<file path="src/rtl/hwag_pkg.sv">
`default_nettype none
// ============================================================================
//  hwag_pkg
//  Shared types and constants for the hwag configuration sequencer.
//  Revision: 1.0
// ============================================================================
package hwag_pkg;

   localparam int CFG_AW = 8;
   localparam int CFG_DW = 16;

   localparam logic [CFG_AW-1:0] HWACR0_ADDR = 8'd63;
   localparam logic [CFG_AW-1:0] TERM_ADDR   = 8'hFF;

   typedef enum logic [2:0] {
      CS_FETCH  = 3'd0,
      CS_WAIT   = 3'd1,
      CS_WRITE  = 3'd2,
      CS_VREQ   = 3'd3,
      CS_VCHK   = 3'd4,
      CS_ENABLE = 3'd5,
      CS_RUN    = 3'd6
   } cfg_state_t;

   typedef struct packed {
      logic [CFG_AW-1:0] addr;
      logic [CFG_DW-1:0] data;
   } cfg_entry_t;

endpackage
`default_nettype wire

</file>
<file path="src/rtl/hwag_cfg_seq_if.sv">
`default_nettype none
// ============================================================================
//  hwag_cfg_seq_if
//  Host request port and register bus owned by the configuration sequencer.
//  Revision: 1.0
// ============================================================================
interface hwag_cfg_seq_if #(
   parameter int AW = 8,
   parameter int DW = 16
);
   logic          host_req;
   logic          host_we;
   logic [AW-1:0] host_addr;
   logic [DW-1:0] host_wdata;
   logic          host_ack;
   logic [DW-1:0] host_rdata;

   logic [AW-1:0] reg_addr;
   logic [DW-1:0] reg_wdata;
   logic          reg_we;
   logic          reg_re;
   logic [DW-1:0] reg_rdata;

   modport master (
      input  host_req, host_we, host_addr, host_wdata, reg_rdata,
      output host_ack, host_rdata, reg_addr, reg_wdata, reg_we, reg_re
   );

   modport slave (
      output host_req, host_we, host_addr, host_wdata, reg_rdata,
      input  host_ack, host_rdata, reg_addr, reg_wdata, reg_we, reg_re
   );
endinterface
`default_nettype wire

</file>
<file path="src/rtl/hwag_cfg_seq.sv">
`default_nettype none
// ============================================================================
//  hwag_cfg_seq
//  Boot-table loader with read-back verify, then host arbiter for the reg bus.
//  Revision: 1.0
// ============================================================================
module hwag_cfg_seq #(
   parameter int            AW        = 8,
   parameter int            DW        = 16,
   parameter int            TW        = 5,
   parameter logic [AW-1:0] TERM_ADDR = AW'(hwag_pkg::TERM_ADDR)
) (
   input  wire logic          clk,
   input  wire logic          rst_n,
   output logic [TW-1:0]      rom_idx,
   input  wire logic [AW+DW-1:0] rom_entry,
   output logic               boot_done,
   output logic               boot_err,
   output logic [AW-1:0]      err_addr,
   output logic               hwag_ena,
   hwag_cfg_seq_if.master     bus
);

   localparam logic [2:0] S_FETCH  = hwag_pkg::CS_FETCH;
   localparam logic [2:0] S_WAIT   = hwag_pkg::CS_WAIT;
   localparam logic [2:0] S_WRITE  = hwag_pkg::CS_WRITE;
   localparam logic [2:0] S_VREQ   = hwag_pkg::CS_VREQ;
   localparam logic [2:0] S_VCHK   = hwag_pkg::CS_VCHK;
   localparam logic [2:0] S_ENABLE = hwag_pkg::CS_ENABLE;
   localparam logic [2:0] S_RUN    = hwag_pkg::CS_RUN;

   localparam logic [TW-1:0] C_IDX_LAST = '1;
   localparam logic [AW-1:0] C_HWACR0   = AW'(hwag_pkg::HWACR0_ADDR);

   logic [2:0]    r_state;
   logic [TW-1:0] r_idx;
   logic [AW-1:0] r_ent_addr;
   logic [DW-1:0] r_ent_data;
   logic          r_boot_done;
   logic          r_boot_err;
   logic [AW-1:0] r_err_addr;
   logic          r_ena;
   logic          r_ack;
   logic          r_ack_rd;

   logic          w_host_go;
   logic          w_term;
   logic          w_match;
   logic [AW-1:0] w_reg_addr;
   logic [DW-1:0] w_reg_wdata;
   logic          w_reg_we;
   logic          w_reg_re;

   // The ack cycle itself blocks acceptance, so a held request is never served twice.
   assign w_host_go = (r_state == S_RUN) && bus.host_req && !r_ack;

   // The last index is never fetched as data: reaching it ends the table.
   assign w_term  = (rom_entry[AW+DW-1:DW] == TERM_ADDR) || (r_idx == C_IDX_LAST);
   assign w_match = (bus.reg_rdata == r_ent_data);

   always_comb begin
      w_reg_addr  = '0;
      w_reg_wdata = '0;
      w_reg_we    = 1'b0;
      w_reg_re    = 1'b0;
      case (r_state)
         S_WRITE: begin
            w_reg_addr  = r_ent_addr;
            w_reg_wdata = r_ent_data;
            w_reg_we    = 1'b1;
         end
         S_VREQ: begin
            w_reg_addr = r_ent_addr;
            w_reg_re   = 1'b1;
         end
         S_RUN: begin
            if (w_host_go) begin
               w_reg_addr = bus.host_addr;
               if (bus.host_we) begin
                  w_reg_wdata = bus.host_wdata;
                  w_reg_we    = 1'b1;
               end else begin
                  w_reg_re = 1'b1;
               end
            end
         end
         default: ;
      endcase
   end

   always_ff @(posedge clk or negedge rst_n) begin
      if (!rst_n) begin
         r_state     <= S_FETCH;
         r_idx       <= '0;
         r_ent_addr  <= '0;
         r_ent_data  <= '0;
         r_boot_done <= 1'b0;
         r_boot_err  <= 1'b0;
         r_err_addr  <= '0;
         r_ena       <= 1'b0;
         r_ack       <= 1'b0;
         r_ack_rd    <= 1'b0;
      end else begin
         r_ack    <= 1'b0;
         r_ack_rd <= 1'b0;
         case (r_state)
            S_FETCH: begin
               r_state <= S_WAIT;
            end
            S_WAIT: begin
               r_ent_addr <= rom_entry[AW+DW-1:DW];
               r_ent_data <= rom_entry[DW-1:0];
               if (w_term) begin
                  r_state     <= S_ENABLE;
                  r_boot_done <= 1'b1;
                  r_ena       <= 1'b1;
               end else begin
                  r_state <= S_WRITE;
               end
            end
            S_WRITE: begin
               r_state <= S_VREQ;
            end
            S_VREQ: begin
               r_state <= S_VCHK;
            end
            S_VCHK: begin
               if (w_match) begin
                  r_idx   <= r_idx + 1'b1;
                  r_state <= S_FETCH;
               end else begin
                  r_boot_err <= 1'b1;
                  r_err_addr <= r_ent_addr;
                  r_state    <= S_RUN;
               end
            end
            S_ENABLE: begin
               r_state <= S_RUN;
            end
            S_RUN: begin
               if (w_host_go) begin
                  r_ack    <= 1'b1;
                  r_ack_rd <= !bus.host_we;
                  // A failed boot leaves the engine locked off regardless of host writes.
                  if (bus.host_we && (bus.host_addr == C_HWACR0)) begin
                     r_ena <= bus.host_wdata[0] && !r_boot_err;
                  end
               end
            end
            default: begin
               r_state <= S_FETCH;
            end
         endcase
      end
   end

   assign rom_idx        = r_idx;
   assign boot_done      = r_boot_done;
   assign boot_err       = r_boot_err;
   assign err_addr       = r_err_addr;
   assign hwag_ena       = r_ena;

   assign bus.reg_addr   = w_reg_addr;
   assign bus.reg_wdata  = w_reg_wdata;
   assign bus.reg_we     = w_reg_we;
   assign bus.reg_re     = w_reg_re;
   assign bus.host_ack   = r_ack;
   assign bus.host_rdata = r_ack_rd ? bus.reg_rdata : '0;

endmodule
`default_nettype wire
</file>
<file path="src/flat_wrapper.sv">
// flat-port wrapper written by rule: the top's interface ports become plain ports
module hwag_cfg_seq_flat 
#(
   parameter int            AW        = 8,
   parameter int            DW        = 16,
   parameter int            TW        = 5,
   parameter logic [AW-1:0] TERM_ADDR = AW'(hwag_pkg::TERM_ADDR)
)
  (clk, rst_n, rom_idx, rom_entry, boot_done, boot_err, err_addr, hwag_ena, bus_host_req, bus_host_we, bus_host_addr, bus_host_wdata, bus_reg_rdata, bus_host_ack, bus_host_rdata, bus_reg_addr, bus_reg_wdata, bus_reg_we, bus_reg_re);
  hwag_cfg_seq_if #(.AW(AW), .DW(DW)) bus_i ();
  input  wire logic clk;
  input  wire logic rst_n;
  output logic [TW-1:0] rom_idx;
  input  wire logic [AW+DW-1:0] rom_entry;
  output logic boot_done;
  output logic boot_err;
  output logic [AW-1:0] err_addr;
  output logic hwag_ena;
  input wire logic [$bits(bus_i.host_req)-1:0] bus_host_req;
  input wire logic [$bits(bus_i.host_we)-1:0] bus_host_we;
  input wire logic [$bits(bus_i.host_addr)-1:0] bus_host_addr;
  input wire logic [$bits(bus_i.host_wdata)-1:0] bus_host_wdata;
  input wire logic [$bits(bus_i.reg_rdata)-1:0] bus_reg_rdata;
  output wire logic [$bits(bus_i.host_ack)-1:0] bus_host_ack;
  output wire logic [$bits(bus_i.host_rdata)-1:0] bus_host_rdata;
  output wire logic [$bits(bus_i.reg_addr)-1:0] bus_reg_addr;
  output wire logic [$bits(bus_i.reg_wdata)-1:0] bus_reg_wdata;
  output wire logic [$bits(bus_i.reg_we)-1:0] bus_reg_we;
  output wire logic [$bits(bus_i.reg_re)-1:0] bus_reg_re;
  assign bus_i.host_req = bus_host_req;
  assign bus_i.host_we = bus_host_we;
  assign bus_i.host_addr = bus_host_addr;
  assign bus_i.host_wdata = bus_host_wdata;
  assign bus_i.reg_rdata = bus_reg_rdata;
  assign bus_host_ack = bus_i.host_ack;
  assign bus_host_rdata = bus_i.host_rdata;
  assign bus_reg_addr = bus_i.reg_addr;
  assign bus_reg_wdata = bus_i.reg_wdata;
  assign bus_reg_we = bus_i.reg_we;
  assign bus_reg_re = bus_i.reg_re;
  hwag_cfg_seq #(.AW(AW), .DW(DW), .TW(TW), .TERM_ADDR(TERM_ADDR)) u_core (.clk(clk), .rst_n(rst_n), .rom_idx(rom_idx), .rom_entry(rom_entry), .boot_done(boot_done), .boot_err(boot_err), .err_addr(err_addr), .hwag_ena(hwag_ena), .bus(bus_i));
endmodule
</file>
<file path="config.mk">
export PLATFORM = sky130hd
export DESIGN_NAME = hwag_cfg_seq_flat
export DESIGN_NICKNAME = d
export VERILOG_FILES = /design/src/rtl/hwag_pkg.sv /design/src/rtl/hwag_cfg_seq_if.sv /design/src/rtl/hwag_cfg_seq.sv /design/src/flat_wrapper.sv
export SDC_FILE = /design/constraint.sdc
export NUM_CORES = 1
export LEC_CHECK = 0
export BUFFER_PORTS_ARGS = -buffer_cell sky130_fd_sc_hd__buf_2
export CAP_MARGIN = 20
export CORE_ASPECT_RATIO = 0.8
export CORE_MARGIN = 3
export CORE_UTILIZATION = 45
export DETAILED_ROUTE_END_ITERATION = 12
export GPL_TIMING_DRIVEN = 1
export PLACE_DENSITY_LB_ADDON = 0.1
export SLEW_MARGIN = 20
export SYNTH_ARGS = -nofsm -noshare
export SYNTH_HDL_FRONTEND = slang
export SYNTH_SLANG_ARGS = --single-unit
</file>
<file path="constraint.sdc">
create_clock -name clk -period 2.2 [get_ports clk]
set_input_delay 0.44 -clock clk [delete_from_list [all_inputs] [get_ports clk]]
set_output_delay 0.44 -clock clk [all_outputs]
set_load 0.03 [all_outputs]
</file>
==> results of run 1 <==
## cells in the mapped netlist
master / n / share of area, %
nand2_1: 3 / 0.47
nand3_1: 5 / 1.1
xnor2_1: 19 / 7.0
mux2_1: 1 / 0.47
ha_1: 2 / 1.1
a22o_1: 24 / 8.8
buf_2: 6 / 1.3
o21bai_1: 1 / 0.32
and2_1: 17 / 4.5
nor4_4: 1 / 0.89
and2_0: 1 / 0.26
o31ai_1: 1 / 0.32
nand4_1: 7 / 1.8
clkbuf_2: 1 / 0.21
a221oi_1: 1 / 0.37
clkbuf_1: 5 / 0.79
o21a_1: 1 / 0.32
nor2b_2: 1 / 0.37
a21oi_1: 2 / 0.42
mux2_2: 34 / 16
and4b_1: 1 / 0.42
dfrtp_1: 45 / 47
or3b_1: 1 / 0.37
buf_6: 1 / 0.47
nor3b_1: 1 / 0.32
o21ai_0: 1 / 0.21
o32a_1: 1 / 0.42
nand2b_1: 5 / 1.3
a21o_1: 1 / 0.32
nor2b_1: 2 / 0.53
and3_1: 2 / 0.53
nor2_1: 7 / 1.1
## power by group through the flow
stage	clock (mW)	sequential (mW)	combinational [mW]
final	0.454	0.841	0.272
after global routing	0.521	0.842	0.293
after CTS	0.480	0.840	0.253
after detailed placement	0	0.857	0.251
after global placement	0	0.857	0.251
after floorplan	0	0.856	0.124
## registers in the layout, indices dropped and copies added (netlist names)
signal	cells
u_core.r_ack_rd	1
u_core.boot_done	1
u_core.hwag_ena	1
u_core.r_state	3
u_core.boot_err	1
u_core.r_ent_addr	8
u_core.err_addr	8
u_core.r_ent_data	16
u_core.rom_idx	5
u_core.bus.host_ack	1
## layout make-up
class	instances	area [sq um]	area share, %
repair buffers	139	860.8	25.76
well taps	62	77.57	2.321
clock inverters	1	5.005	0.1498
clock buffers	5	68.82	2.059
multi-input cells	143	1204	36.02
flip-flops and latches	45	1126	33.70
## timing repair
| item | in CTS | in global routing |
|---|---|---|
| resized for setup | 2 | 59 |
| pin swaps | 0 | 8 |
| setup endpoints to repair | 25 | 18 |
| gates cloned | 0 | 1 |
## cell families (layout without fill, tap and decap cells)
kind of cell / after synthesis / count (layout) / share of synthesized area (%)
buffers and inverters: 13 / 145 / 2.731
muxes: 35 / 35 / 16.54
and+or+nand+nor: 54 / 54 / 13.92
xor gates and xnor gates: 19 / 19 / 6.985
adders and majority gates: 2 / 2 / 1.050
AOI/OAI and AO/OA: 33 / 33 / 11.50
DFF: 45 / 45 / 47.27
## worst max-delay path, cell delays in order (launching register included)
cell and delay (ns):
dfrtp_1 0.38, nor2b_2 0.15, and4b_1 0.19, and2_4 0.18
buf_6 0.14, a22o_1 0.24, buf_6 0.14
## routing by layer
metal,vias up,share of wire [%],global-route usage (%)
met5,-,0,0
met4,0,0.53,5.111
met2,71,48,31.77
met1,981,44,27.40
met3,2,7.2,4.191
li1,995,-,-
## metrics by stage
stage / total power [mW] / instances / cell area, sq um / setup slack, ns / hold slack (ns)
after floorplan: 0.9807 / 201 / 2382 / 0.1732 / 0.1444
after global placement: 1.108 / 388 / 3133 / 0.2422 / 0.4639
after detailed placement: 1.108 / 388 / 3133 / 0.2245 / 0.4657
after CTS: 1.573 / 394 / 3213 / 0.01285 / 0.2438
after global routing: 1.656 / 395 / 3342 / -0.02483 / 0.2775
final: 1.567 / 395 / 3342 / 0.05307 / 0.2340
## path summary, 6_finish.rpt
kind | from | slack, ns | end | cells past startpoint
setup / recovery | u_core.r_state[1] | 0.05 | bus_reg_wdata[3] | 6
hold / removal | rst_n | 0.23 | u_core.bus.host_ack | 1
setup reg to reg | u_core.r_ent_data[11] | 0.35 | u_core.err_addr[4] | 6
hold reg to reg | u_core.boot_err | 0.48 | u_core.boot_err | 1
max in group asynchronous | rst_n | 1.36 | u_core.r_ent_data[2] | 2
min in group clk | bus_host_we | 0.34 | u_core.r_ack_rd | 2
==> impl_metrics.prom, run 1 <==
# TYPE chip_impl_metric gauge
chip_impl_info{name="status",value="completed"} 1
chip_impl_metric{name="highest_clock_rate",unit="MHz"} 465.8
chip_impl_metric{name="share_seq_of_total_power",unit="%"} 53.7
chip_impl_metric{name="std_cell_rows",unit=""} 23
chip_impl_metric{name="intPower",unit="mW"} 1.164
chip_impl_metric{name="ant_nets",unit=""} 0
chip_impl_metric{name="gp_congestion",unit=""} 0.7875
chip_impl_info{name="mostFrequentLayoutCell",value="buf_2"} 1
chip_impl_metric{name="drt_pre_antenna_iters",unit=""} 4
chip_impl_metric{name="power.share.clock",unit="%"} 29.0
chip_impl_metric{name="io_pins",unit=""} 127
chip_impl_metric{name="fill_cells",unit=""} 421
chip_impl_metric{name="worstPathArrival",unit="ns"} 1.71
chip_impl_metric{name="timing.final.hold_violations",unit=""} 0
chip_impl_metric{name="drv_slew",unit=""} 0
chip_impl_metric{name="cts-buffers-inserted",unit=""} 5
chip_impl_metric{name="post-route-min-period",unit="ns"} 2.147
chip_impl_metric{name="hpwl_dp",unit="mm"} 4.679
chip_impl_metric{name="postSynthAreaPerCell",unit="sq um"} 11.85
chip_impl_metric{name="htreeDepth",unit=""} 2
chip_impl_metric{name="antenna_found_initial",unit=""} 0
chip_impl_info{name="clk_root_buffer_cell",value="clkbuf_8"} 1
chip_impl_metric{name="wire_per_inst",unit="um"} 15.62
chip_impl_metric{name="cts.hold.buffers_added",unit=""} 0
chip_impl_metric{name="total_switching_power",unit="mW"} 0.4028
chip_impl_metric{name="design.core.area",unit="sq um"} 5065
chip_impl_metric{name="path_clk_slew",unit="ns"} 0.08
chip_impl_metric{name="yosysUniqueCellTypes",unit=""} 32
chip_impl_metric{name="clock_latency",unit="ns"} 0.29
chip_impl_metric{name="worst_case_clock_skew",unit="ns"} 0.006728
chip_impl_metric{name="clock_sink_count",unit=""} 45
chip_impl_metric{name="drt_drc_violations_left",unit=""} 0
chip_impl_metric{name="cp.required",unit="ns"} 1.76
chip_impl_info{name="hp-class",value="input port to async pin"} 1
chip_impl_metric{name="n_antenna_cell",unit=""} 0
chip_impl_metric{name="sum_of_negative_setup_slack",unit="ns"} 0
chip_impl_metric{name="grt_overflow_total",unit=""} 0
chip_impl_metric{name="p_sw_share",unit="%"} 25.71
chip_impl_metric{name="worst_pin_slew",unit="ns"} 0.7879
chip_impl_metric{name="vdd_ir_drop_max",unit="mV"} 0.2835
chip_impl_metric{name="initial_utilization",unit="%"} 47.04
chip_impl_metric{name="crit_fanout",unit=""} 8
chip_impl_metric{name="die_area",unit="sq um"} 6208
chip_impl_info{name="startpoint_type",value="flip-flop"} 1
chip_impl_metric{name="setup_viol_count_final",unit=""} 0
chip_impl_metric{name="postLayoutCoreUtil",unit="%"} 65.98
chip_impl_metric{name="port_buffers",unit=""} 126
chip_impl_metric{name="grt_pass1_vias",unit=""} 2039
chip_impl_metric{name="drt_wl_total",unit="mm"} 6.170
chip_impl_metric{name="flow.area_growth_from_synthesis",unit="%"} 40.28
chip_impl_metric{name="net_count_of_the_mapped_netlist",unit=""} 271
chip_impl_metric{name="maxCapViolCount",unit=""} 0
chip_impl_metric{name="syn-cell-area",unit="sq um"} 2382
chip_impl_metric{name="p_per_area",unit="nW/um^2"} 468.8
chip_impl_metric{name="p_comb_share",unit="%"} 17.3
chip_impl_metric{name="grt_start_max_net_pins",unit=""} 37
chip_impl_info{name="cts_tree",value="built"} 1
chip_impl_metric{name="drt_iter0_markers",unit=""} 87
chip_impl_metric{name="vias_per_cell",unit=""} 5.187
chip_impl_info{name="rsz_0062_raised_after_global_routing",value="true"} 1
chip_impl_metric{name="ys_seq_elements",unit=""} 45
chip_impl_metric{name="synth.yosys.warnings",unit=""} 0
chip_impl_metric{name="grt_pass1_wl",unit="mm"} 9.680
chip_impl_metric{name="synth_cells",unit=""} 201
chip_impl_metric{name="power.leakage",unit="nW"} 1.797
chip_impl_metric{name="cts.repair_timing.setup_buffer_count",unit=""} 0
chip_impl_metric{name="final_layout_size_suffix_gt1_share",unit="%"} 55.56
chip_impl_metric{name="fraction_of_the_yosys_area_taken_by_sequential_cells",unit="%"} 47.27
chip_impl_metric{name="global_router_s_overall_resource_usage",unit="%"} 19.80
chip_impl_metric{name="vertical_extent_of_the_die",unit="um"} 71.08
chip_impl_metric{name="cts.path.max_buffers",unit=""} 2
chip_impl_metric{name="max_slew_margin",unit="%"} 47.47
chip_impl_metric{name="finalNetCount",unit=""} 404
chip_impl_metric{name="dr_total_vias",unit=""} 2049
chip_impl_info{name="setup.worst_path.class",value="flip-flop to output port"} 1
chip_impl_info{name="end_kind",value="output port"} 1
chip_impl_metric{name="period_share",unit="%"} 97.59
chip_impl_info{name="final_cell_mix",value="108 x buf_2, 45 x dfrtp_1, 34 x mux2_2, 24 x a22o_1, 20 x buf_6"} 1
chip_impl_metric{name="floorplan.die.width",unit="um"} 87.35
Power figures use the tool's default switching activity.
==> run 2: changes to the inputs <==
--- a/config.mk
+++ b/config.mk
@@ -13,6 +13,7 @@
 export DETAILED_ROUTE_END_ITERATION = 12
 export GPL_TIMING_DRIVEN = 1
 export PLACE_DENSITY_LB_ADDON = 0.1
+export SETUP_SLACK_MARGIN = 0.1
 export SLEW_MARGIN = 20
 export SYNTH_ARGS = -nofsm -noshare
 export SYNTH_HDL_FRONTEND = slang
==> run 2 against run 1 <==
- via count grew 0.78%
- clock power grew 1%
- final area is 1.0% higher
- critical path depth down 1
- hold slack lost 0.0038 ns
- sequential share of layout area decreased by 0.30 points
- non-clock buffer count rose by 1
- critical path type unchanged
- critical endpoint is now bus_reg_wdata[5]
==> impl_metrics.prom, run 2 (synthesis gave the netlist of run 1 again) <==
# TYPE chip_impl_metric gauge
chip_impl_info{name="status",value="completed"} 1
chip_impl_metric{name="dr_total_vias",unit=""} 2065
chip_impl_metric{name="clock_latency",unit="ns"} 0.29
chip_impl_metric{name="global_router_s_overall_resource_usage",unit="%"} 21.15
chip_impl_info{name="end_kind",value="output port"} 1
chip_impl_metric{name="hpwl_dp",unit="mm"} 4.679
chip_impl_info{name="hp-class",value="input port to async pin"} 1
chip_impl_metric{name="total_power",unit="mW"} 1.572
chip_impl_metric{name="highest_clock_rate",unit="MHz"} 476.3
chip_impl_metric{name="initial_utilization",unit="%"} 47.04
chip_impl_metric{name="floorplan.die.width",unit="um"} 87.35
chip_impl_metric{name="std_cell_rows",unit=""} 23
chip_impl_metric{name="port_buffers",unit=""} 126
chip_impl_metric{name="n_antenna_cell",unit=""} 0
chip_impl_metric{name="clock_sink_count",unit=""} 45
chip_impl_metric{name="flow.area_growth_from_synthesis",unit="%"} 41.70
chip_impl_metric{name="finalNetCount",unit=""} 405
chip_impl_metric{name="worst_pin_slew",unit="ns"} 0.7822
chip_impl_metric{name="io_pins",unit=""} 127
chip_impl_metric{name="postLayoutCoreUtil",unit="%"} 66.65
chip_impl_metric{name="ant_nets",unit=""} 0
chip_impl_info{name="final_cell_mix",value="108 x buf_2, 44 x dfrtp_1, 34 x mux2_2, 24 x a22o_1, 20 x buf_6"} 1
chip_impl_metric{name="drt_wl_total",unit="mm"} 6.330
chip_impl_metric{name="dp_slack",unit="ns"} 0.2245
chip_impl_metric{name="timing.final.hold_violations",unit=""} 0
chip_impl_metric{name="flip_flop_count_of_the_largest_register_all_copies_and_words_added",unit=""} 16
chip_impl_metric{name="vertical_extent_of_the_die",unit="um"} 71.08
chip_impl_info{name="largest_register",value="u_core.r_ent_data"} 1
chip_impl_info{name="startpoint_type",value="flip-flop"} 1
chip_impl_metric{name="wire_per_inst",unit="um"} 15.98
chip_impl_info{name="cts_tree",value="built"} 1
chip_impl_metric{name="final_layout_size_suffix_gt1_share",unit="%"} 56.29
chip_impl_metric{name="design.core.area",unit="sq um"} 5065
chip_impl_metric{name="power.leakage",unit="nW"} 1.820
chip_impl_metric{name="grt_pass1_wl",unit="mm"} 10.29
chip_impl_info{name="clk_root_buffer_cell",value="clkbuf_8"} 1
chip_impl_info{name="setup.worst_path.class",value="flip-flop to output port"} 1
chip_impl_metric{name="vdd_ir_drop_max",unit="mV"} 0.2835
chip_impl_metric{name="max_slew_margin",unit="%"} 47.86
chip_impl_info{name="crit_chain",value="and4b_1 -> and2_4 -> buf_8 -> a22o_1 -> buf_6"} 1
chip_impl_info{name="worst_r2r_endpoint",value="u_core.err_addr[4]"} 1
chip_impl_metric{name="grt_pass1_vias",unit=""} 2156
chip_impl_metric{name="drt_pre_antenna_iters",unit=""} 4
chip_impl_metric{name="sum_of_negative_setup_slack",unit="ns"} 0
chip_impl_metric{name="cp.required",unit="ns"} 1.76
chip_impl_metric{name="drt_drc_violations_left",unit=""} 0
chip_impl_metric{name="maxCapViolCount",unit=""} 0
chip_impl_metric{name="drt_iter0_markers",unit=""} 101
chip_impl_metric{name="die_area",unit="sq um"} 6208
chip_impl_metric{name="p_per_area",unit="nW/um^2"} 465.8
chip_impl_metric{name="cpPeakStageDelay",unit="ns"} 0.47
chip_impl_info{name="critical-path-slowest-cell",value="dfrtp_2"} 1
chip_impl_info{name="rsz_0062_raised_after_global_routing",value="true"} 1
chip_impl_metric{name="worstPathArrival",unit="ns"} 1.66
chip_impl_metric{name="r2r_slack",unit="ns"} 0.35
chip_impl_metric{name="timing.hold.ws",unit="ns"} 0.2301
chip_impl_metric{name="cts.path.max_buffers",unit=""} 2
chip_impl_metric{name="htreeDepth",unit=""} 2
chip_impl_metric{name="post-route-min-period",unit="ns"} 2.099
chip_impl_metric{name="crit_fanout",unit=""} 8
chip_impl_metric{name="path_clk_slew",unit="ns"} 0.08
chip_impl_metric{name="grt_overflow_total",unit=""} 0
chip_impl_metric{name="drv_slew",unit=""} 0
chip_impl_metric{name="worst_case_clock_skew",unit="ns"} 0.005708
chip_impl_info{name="worst_r2r_startpoint",value="u_core.r_ent_data[11]"} 1
chip_impl_metric{name="cts-buffers-inserted",unit=""} 5
chip_impl_metric{name="grt_start_max_net_pins",unit=""} 37
chip_impl_metric{name="setup_viol_count_final",unit=""} 0
chip_impl_metric{name="worst-r2r-cell-count",unit=""} 6
chip_impl_metric{name="antenna_found_initial",unit=""} 0
chip_impl_metric{name="cts.repair_timing.setup_buffer_count",unit=""} 0
chip_impl_metric{name="gp_congestion",unit=""} 0.7875
chip_impl_metric{name="period_share",unit="%"} 95.42
chip_impl_metric{name="final_critical_path_setup_slack",unit="ns"} 0.1007
chip_impl_info{name="mostFrequentLayoutCell",value="buf_2"} 1
chip_impl_metric{name="vias_per_cell",unit=""} 5.215
-- run 2: changes by cell type in the layout (fill, tap and decap cells not counted) --
| cell | previous run | this run |
|---|---|---|
| dfrtp_2 | 0 | 1 |
| buf_4 | 9 | 10 |
| nor2b_2 | 3 | 1 |
| nor2b_4 | 0 | 2 |
| clkbuf_4 | 1 | 0 |
| nor2_1 | 7 | 6 |
| dfrtp_1 | 45 | 44 |
| buf_8 | 0 | 1 |
| nor2_4 | 0 | 1 |
-- run 2: final cells by class --
| type | instances | area [sq um] |
|---|---|---|
| repair buffers | 140 | 875.8 |
| well taps | 62 | 77.57 |
| clock buffers | 5 | 68.82 |
| fillers | 418 | 1689 |
| clock inverters | 1 | 5.005 |
| multi-input cells | 143 | 1221 |
| flip-flops and latches | 45 | 1127 |
-- run 2: worst max path at each step --
stage / slack, ns / start / endpoint
after floorplan: 0.17 / u_core.r_state[0] / bus_reg_wdata[0]
after global placement: 0.24 / bus_reg_rdata[11] / u_core.err_addr[7]
after detailed placement: 0.22 / bus_reg_rdata[11] / u_core.err_addr[4]
after CTS: 0.06 / u_core.r_state[1] / bus_reg_wdata[8]
after global routing: 0.02 / u_core.r_state[1] / bus_reg_wdata[10]
final: 0.10 / u_core.r_state[2] / bus_reg_wdata[5]
-- run 2: where the power goes --
part / total (mW) / internal, mW / switching [mW]
clock: 0.459 / 0.209 / 0.250
combinational: 0.273 / 0.123 / 0.150
sequential: 0.841 / 0.833 / 0.00800
-- run 2: critical path: cells and delay by family, from the launching register on --
family / cells / cell delay (ns)
DFF: 1 / 0.47
AOI/OAI and AO/OA: 1 / 0.22
and+or+nand+nor: 2 / 0.40
buffers and inverters: 2 / 0.28
-- run 2: metrics by stage --
step	instances	instance area, sq um
2_1_floorplan	201	2382
3_3_place_gp	388	3133
3_5_place_dp	388	3133
4_1_cts	396	3363
5_1_grt	396	3376
6_report	396	3376
-- run 2: what timing repair did --
item | 4_1_cts | 5_1_grt
cloned | 2 | 0
pin swaps | 15 | 1
endpoints found under the setup margin | 26 | 26
hold buffers | 0 | 0
resized for setup | 48 | 3
-- run 2: layer usage --
metal  GRT usage (%)  vias up  routed length (um)
met5               0        -                   0
met2           32.78       72                2953
met1           29.58      989                2860
met3           4.773        4                 459
li1                -     1000                   -
met4           6.644        0                  56
